File: src/rtl/mod_serial_tx_8.sv
// ============================================================================
// Module   : mod_serial_tx_8
// Purpose  : Framed parallel-in/serial-out transmitter (start, 8 data, opt. even
//            parity, stop) with a DIV-cycle bit-rate divider. Optional feature
//            macro: MOD_SERIAL_TX_8_PARITY_EN (adds the even parity bit).
// Revision : 1.0 - initial release
// ============================================================================
`default_nettype none

module mod_serial_tx_8 #(
    parameter int DIV = 4
) (
    input  logic       CLK,
    input  logic       RST,
    input  logic [0:7] D,
    input  logic       VALID,
    output logic       READY,
    output logic       SER_OUT,
    output logic       BUSY
);

    localparam int                 c_cnt_w    = (DIV > 1) ? $clog2(DIV) : 1;
    localparam logic [c_cnt_w-1:0] c_div_last = c_cnt_w'(DIV - 1);

    typedef enum logic [2:0] {
        ST_IDLE   = 3'd0,
        ST_START  = 3'd1,
        ST_DATA   = 3'd2,
`ifdef MOD_SERIAL_TX_8_PARITY_EN
        ST_PARITY = 3'd3,
`endif
        ST_STOP   = 3'd4
    } state_t;

    state_t             r_state;
    logic [c_cnt_w-1:0] r_div;
    logic [2:0]         r_bit;
    logic [0:7]         r_shift;
    logic               r_ser;
    logic               r_ready;
    logic               r_busy;
`ifdef MOD_SERIAL_TX_8_PARITY_EN
    logic               r_par;
`endif

    // Each output register is loaded with the value of the bit that starts
    // on the same edge, so the line never lags the state by a cycle.
    always_ff @(posedge CLK or posedge RST) begin
        if (RST) begin
            r_state <= ST_IDLE;
            r_div   <= '0;
            r_bit   <= '0;
            r_shift <= '0;
            r_ser   <= 1'b1;
            r_ready <= 1'b1;
            r_busy  <= 1'b0;
`ifdef MOD_SERIAL_TX_8_PARITY_EN
            r_par   <= 1'b0;
`endif
        end else if (r_state == ST_IDLE) begin
            if (VALID && r_ready) begin
                r_shift <= D;
`ifdef MOD_SERIAL_TX_8_PARITY_EN
                r_par   <= ^D;
`endif
                r_state <= ST_START;
                r_div   <= '0;
                r_ser   <= 1'b0;
                r_ready <= 1'b0;
                r_busy  <= 1'b1;
            end
        end else if (r_div != c_div_last) begin
            r_div <= r_div + 1'b1;
        end else begin
            r_div <= '0;
            case (r_state)
                ST_START: begin
                    r_state <= ST_DATA;
                    r_bit   <= '0;
                    r_ser   <= r_shift[0];
                end
                ST_DATA: begin
                    r_shift <= {r_shift[1:7], 1'b0};
                    r_bit   <= r_bit + 3'd1;
                    if (r_bit == 3'd7) begin
`ifdef MOD_SERIAL_TX_8_PARITY_EN
                        r_state <= ST_PARITY;
                        r_ser   <= r_par;
`else
                        r_state <= ST_STOP;
                        r_ser   <= 1'b1;
`endif
                    end else begin
                        r_ser <= r_shift[1];
                    end
                end
`ifdef MOD_SERIAL_TX_8_PARITY_EN
                ST_PARITY: begin
                    r_state <= ST_STOP;
                    r_ser   <= 1'b1;
                end
`endif
                default: begin
                    // End of stop bit, or recovery from an illegal encoding.
                    r_state <= ST_IDLE;
                    r_ser   <= 1'b1;
                    r_ready <= 1'b1;
                    r_busy  <= 1'b0;
                end
            endcase
        end
    end

    assign READY   = r_ready;
    assign SER_OUT = r_ser;
    assign BUSY    = r_busy;

endmodule

`default_nettype wire
File: config.mk
export PLATFORM = sky130hd
export DESIGN_NAME = mod_serial_tx_8
export DESIGN_NICKNAME = d
export VERILOG_FILES = /design/src/rtl/mod_serial_tx_8.sv
export SDC_FILE = /design/constraint.sdc
export NUM_CORES = 1
export LEC_CHECK = 0
export ABC_AREA = 1
export CAP_MARGIN = 20
export CELL_PAD_IN_SITES_DETAIL_PLACEMENT = 0
export CELL_PAD_IN_SITES_GLOBAL_PLACEMENT = 1
export CORE_MARGIN = 2
export CORE_UTILIZATION = 39
export DETAILED_ROUTE_END_ITERATION = 8
export PLACE_DENSITY_LB_ADDON = 0.2
export SYNTH_ARGS = -nofsm -noshare
export SYNTH_HDL_FRONTEND = slang
export SYNTH_SLANG_ARGS = --single-unit
File: constraint.sdc
create_clock -name CLK -period 1.4 [get_ports CLK]
set_clock_uncertainty 0.05 [all_clocks]
set_input_delay 0.35 -clock CLK [delete_from_list [all_inputs] [get_ports CLK]]
set_output_delay 0.35 -clock CLK [all_outputs]
set_load 0.02 [all_outputs]
==> metrics.csv, run 1 <==
metric,value,unit
status,completed,
placed inst area,1320,sq um
Final Util,0.577,
Yosys top cell by area,dfrtp_1,
"Clk Latency, worst-skew pair",0.29,ns
Synth warnings,0,
Worst R2R Setup Slack,0.06,ns
worst-margin pin slew,0.168,ns
worst path buffer plus inverter count,1,
vias in the first global route,951,
crit end category,primary output,
die width,56.1,um
worst reg2reg path endpoint,r_state[2]$_DFFE_PP0P_,
TNS Setup,0,ns
Total GRT Usage,0.165,
CP max stage delay,0.55,ns
asr flop ratio synth,1.00,
MaxCap Viol Count,0,
Worst EP required,1.00,ns
Layout area overhead,37.5,%
NumNets Final,181,
share of the synthesized area in the top cell type,0.402,
remaining antenna violation count,0,
Hold Crit Class,in2async,
CP Max Fanout,2,
pin count of the biggest net entering global routing,20,
"CTS clk-pin slew, worst paths",0.11,ns
Worst setup SP type,flip-flop,
RSZ-0062 raised after global routing,yes,
distinct cell type count after synthesis,18,
CTS tree,done,
# diodes,0,
# IOs,14,
Root Buffer Master,clkbuf_4,
part of the cycle the worst path needs,0.981,
WL/cell,12.3,um
initial antenna violation count,0,
initial DRC count,17,
Worst VDD drop,1250,uV
Internal,1.67,mW
core footprint,2520,sq um
Worst slew margin,0.888,
reg2reg path depth,8,
sequential element share of the synthesized area,0.452,
Reg power frac,0.295,
H-tree lvl count,1,
Overflow after GRT,0,
die area,3150,sq um
gpl congestion,0.783,
clk sinks,19,
Post-Syn Instances,132,
first-pass GRT wire length,4090,um
Setup Viol. Count Final,0,
clock network fraction of total power,0.097,
Leak,0.778,nW
Post-synth top flop,dfrtp_1,
Post-synth EDFFs,0,
hpwl dp,1680,um
CP max-delay cell,dfstp_2,
Die Height,56.1,um
Crit path depth,1,
DRC errors left,0,
Mapped Area,1060,sq um
f_max,0.728,GHz
post-layout min period,1.37,ns
path type of the worst setup path,reg2out,
switching power,1.24,mW
Fin. Hold Viols,0,
routed vias,967,
Reg2Reg Launch Point,READY$_DFFE_PP1P_,
#FFs+latches synth,19,
Starting Density,0.420,
Synth Net Count,146,
most frequent cells after synthesis,"53 x nand2_1, 24 x nand3_1, 17 x dfrtp_1",
Comb pwr share,0.608,
Switching Fraction,0.426,
1st-pass router iterations,5,
fin area,1460,sq um
most common cell in the synthesized netlist,nand2_1,
CP cell instances,buf_4,
Top delay family on crit path,flip-flops,
Port Buffers,13,
DR vias/cell,4.93,
Synth area leaders,"dfrtp_1 40%, nand2_1 19%, nand3_1 11%, dfstp_2 5.0%, buf_6 4.3%",
CTS Buffer Depth,2,
Mapped Avg Cell Area,8.02,sq um
CP arrival,0.97,ns
CTS Buf Count,3,
share of post-route cells with drive strength above 1,0.307,
total power,2.91,mW
drt total wl,2410,um
Rows,18,
max-slew violations,0,
Pwr Density,2000,nW/um^2
-- timing repair --
action,in CTS,in global routing
resized for setup,14,15
setup buffers,0,5
hold buffers,0,0
pin swaps,0,5
endpoints found under the setup margin,4,19
gates cloned,0,1
-- placed cells by master, fill, tap and decap left out, types with 3 or more instances in the layout --
master / n
nand2_1: 50
nand3_1: 21
dfrtp_1: 17
buf_4: 17
clkdlybuf4s50_1: 10
inv_1: 9
nand2_2: 7
nand3_2: 4
clkbuf_4: 3
-- how the worst max path moves through the flow --
stage / start / endpoint / slack, ns
3_5_place_dp: VALID / r_shift[0]$_DFFE_PP0P_ / -0.13
2_1_floorplan: READY$_DFFE_PP1P_ / BUSY$_DFFE_PP0P_ / 0.05
5_1_grt: r_state[0]$_DFFE_PP0P_ / r_shift[2]$_DFFE_PP0P_ / -0.03
6_report: READY$_DFFE_PP1P_ / READY / 0.03
3_3_place_gp: VALID / r_shift[0]$_DFFE_PP0P_ / -0.14
4_1_cts: r_bit[0]$_DFFE_PP0P_ / r_state[2]$_DFFE_PP0P_ / 0.01
-- worst reg2reg max path, stage by stage, from the launching register on --
cell and delay [ns]:
dfstp_2 0.55, buf_4 0.11, nand2_2 0.05, inv_2 0.08
nand3_4 0.08, nand2_4 0.10, clkbuf_16 0.14, nand3_1 0.06
nand2_1 0.06
-- logic make-up after synthesis --
kind of cell | Yosys count | share of synthesized area
simple gates | 90 | 0.405
compound gates | 4 | 0.0225
flops | 19 | 0.452
buf+inv | 16 | 0.0851
fa+ha+maj | 3 | 0.0355
-- flip-flops by register name, summed over array words and instances, names as in the netlist --
signal / count
r_shift: 8
r_state: 3
SER_OUT: 1
BUSY: 1
r_bit: 3
READY: 1
r_div: 2
-- power groups by stage --
stage          sequential [mW]  combinational (mW)  clock (mW)
2_1_floorplan            0.907               0.964           0
3_3_place_gp             0.856                1.51           0
3_5_place_dp             0.860                1.54           0
4_1_cts                  0.851                1.55       0.293
5_1_grt                  0.878                1.98       0.310
6_report                 0.859                1.77       0.284
-- routing by layer --
metal	track usage	routed length, um	vias up
li1	-	-	495
met1	0.201	1110	452
met2	0.287	1190	16
met3	0.0256	81	4
met4	0.0680	27	0
met5	0	0	-
-- metrics by stage --
stage,hold slack [ns],worst slack [ns],std cells
3_5_place_dp,0.417,-0.135,186
2_1_floorplan,0.250,0.0531,132
4_1_cts,0.313,0.0124,190
6_report,0.311,0.0266,196
5_1_grt,0.339,-0.0345,196
3_3_place_gp,0.407,-0.138,186
-- cell type report --
cell class | instances | area, sq um
Fill cell | 235 | 1070
Multi-Input combinational cell | 97 | 531
Sequential cell | 19 | 478
Timing Repair Buffer | 34 | 335
Inverter | 12 | 47.5
Tap cell | 30 | 37.5
Clock buffer | 4 | 26.3
(Power assumes the default switching activity.)
==> inputs of run 2 (changes only) <==
==> constraint.sdc (replaced) <==
create_clock -name CLK -period 1.4 [get_ports CLK]
set_clock_uncertainty 0.05 [all_clocks]
set_input_delay 0.28 -clock CLK [delete_from_list [all_inputs] [get_ports CLK]]
set_output_delay 0.28 -clock CLK [all_outputs]
set_load 0.02 [all_outputs]
==> metrics.csv, run 2 (synthesized netlist as in run 1, its figures left out) <==
metric,value,unit
"commonest non-fill, non-tap cell in the layout",nand2_1,
1st-pass router iterations,4,
placed cells,187,
Fin. Hold Viols,0,
largest register by flop count,r_shift,
vias in the first global route,935,
Layout area overhead,35.0,%
clock network fraction of total power,0.099,
fin area,1430,sq um
MaxCap Viol Count,0,
non-filler instance count after layout,195,
gpl congestion,0.753,
Worst R2R Setup Slack,0.06,ns
Die Height,56.1,um
Reg2Reg Launch Point,r_state[0]$_DFFE_PP0P_,
f_max,0.744,GHz
placed inst area,1310,sq um
Worst slew margin,0.829,
switching power,1.24,mW
pin count of the biggest net entering global routing,20,
Worst VDD drop,1100,uV
Reg power frac,0.296,
"CTS clk-pin slew, worst paths",0.11,ns
die area,3150,sq um
Worst EP required,1.55,ns
reg2reg path depth,7,
Setup Viol. Count Final,0,
# diodes,0,
# IOs,14,
H-tree lvl count,1,
CP Max Fanout,8,
max-slew violations,0,
CP cell instances,"nor2_4, nand2_4, buf_6, nand2_4, nand3_4, nand2_1, nand2_1",
CTS tree,done,
Starting Density,0.420,
WL/cell,12.3,um
initial antenna violation count,0,
crit end category,flip-flop,
NumNets Final,180,
Hold Crit Class,in2async,
drt total wl,2400,um
share of post-route cells with drive strength above 1,0.291,
post-layout min period,1.34,ns
cts hold-fix bufs,0,
flip-flop and latch area,478,sq um
Internal,1.65,mW
Rows,18,
max reg flops,8,
Hold Slack,0.236,ns
dpl ws,-0.0712,ns
worst reg2reg path endpoint,r_shift[1]$_DFFE_PP0P_,
Port Buffers,13,
CP arrival,1.50,ns
area occupied by multi-input gates,528,sq um
routed vias,947,
initial DRC count,29,
CP max-delay cell,dfrtp_1,
worst-margin pin slew,0.257,ns
worst path buffer plus inverter count,1,
Comb pwr share,0.605,
CTS Buf Count,3,
status,completed,
remaining antenna violation count,0,
clk sinks,19,
Pwr Density,2030,nW/um^2
path type of the worst setup path,reg2reg,
Leak,0.767,nW
part of the cycle the worst path needs,0.960,
CTS Buffer Depth,2,
total power,2.90,mW
final worst slack,0.0559,ns
Switching Fraction,0.429,
CP max stage delay,0.42,ns
TNS Setup,0,ns
DRC errors left,0,
Root Buffer Master,clkbuf_4,
hpwl dp,1650,um
RSZ-0062 raised after global routing,yes,
Top delay family on crit path,simple AND/OR/NAND/NOR gates,
"Clk Latency, worst-skew pair",0.30,ns
Worst setup SP type,flip-flop,
Overflow after GRT,0,
core footprint,2520,sq um
Final Util,0.566,
die width,56.1,um
most frequent cells in the layout,"50 x nand2_1, 22 x nand3_1, 17 x dfrtp_1, 15 x buf_4, 10 x clkdlybuf4s50_1",
DR vias/cell,4.86,
largest registers,"r_shift x8, r_bit x3, r_state x3",
fillers,234,
Total GRT Usage,0.163,
first-pass GRT wire length,4090,um
-- run 2: cell count changes in the layout (fill, tap and decap cells not counted) --
| cell | change |
|---|---|
| inv_2 | +1 |
| dlygate4sd2_1 | +1 |
| clkbuf_2 | -1 |
| nand3_4 | -1 |
| nand3_1 | +1 |
| nand2_4 | +2 |
| buf_4 | -2 |
| nand2_2 | -2 |
| buf_2 | +2 |
| inv_4 | -1 |
| buf_12 | -1 |
-- run 2: worst max-delay path by stage --
stage,end,slack [ns],cells after the start,from
2_1_floorplan,BUSY$_DFFE_PP0P_,0.05,7,READY$_DFFE_PP1P_
3_3_place_gp,r_shift[0]$_DFFE_PP0P_,-0.06,8,VALID
3_5_place_dp,r_shift[3]$_DFFE_PP0P_,-0.07,8,VALID
4_1_cts,r_shift[1]$_DFFE_PP0P_,0.03,7,r_state[2]$_DFFE_PP0P_
5_1_grt,r_shift[6]$_DFFE_PP0P_,-0.04,6,READY$_DFFE_PP1P_
6_report,r_shift[1]$_DFFE_PP0P_,0.06,7,r_state[0]$_DFFE_PP0P_
-- run 2: timing repair --
| action | in CTS | in global routing |
|---|---|---|
| setup buffers | 0 | 3 |
| setup endpoints to repair | 11 | 17 |
| pin swaps | 0 | 4 |
| gates resized for setup | 11 | 13 |
| gates cloned | 0 | 1 |
-- run 2: layer usage --
layer	vias up	routed length [um]	GRT usage
met4	0	29	0.0714
met2	21	1120	0.262
met3	4	106	0.0279
met1	434	1140	0.213
met5	-	0	0
li1	488	-	-
-- run 2: worst register-to-register path: cells and delay by family (launching register included) --
family                 cells  cell delay, ns
and+or+nand+nor            6            0.64
DFF                        1            0.42
buffers and inverters      1            0.13
-- run 2: power by group through the flow --
stage               registers, mW  logic [mW]  clock network (mW)
floorplan                   0.907       0.964                   0
global placement            0.856        1.53                   0
detailed placement          0.864        1.55                   0
CTS                         0.853        1.54               0.297
global route                0.878        1.97               0.316
finish                      0.857        1.75               0.287
-- run 2: cell type report --
class / instances / area share
multi-input cells: 97 / 0.370
flip-flops and latches: 19 / 0.335
repair buffers: 33 / 0.220
inverters: 12 / 0.0315
well taps: 30 / 0.0263
clock buffers: 4 / 0.0184
==> inputs of run 3 (changes only) <==
--- a/config.mk
+++ b/config.mk
@@ -6,7 +6,6 @@
 export NUM_CORES = 1
 export LEC_CHECK = 0
 export ABC_AREA = 1
-export CAP_MARGIN = 20
 export CELL_PAD_IN_SITES_DETAIL_PLACEMENT = 0
 export CELL_PAD_IN_SITES_GLOBAL_PLACEMENT = 1
 export CORE_MARGIN = 2
==> results of run 3 <==
Final layout, timing and power as in run 2 (identical DEF).
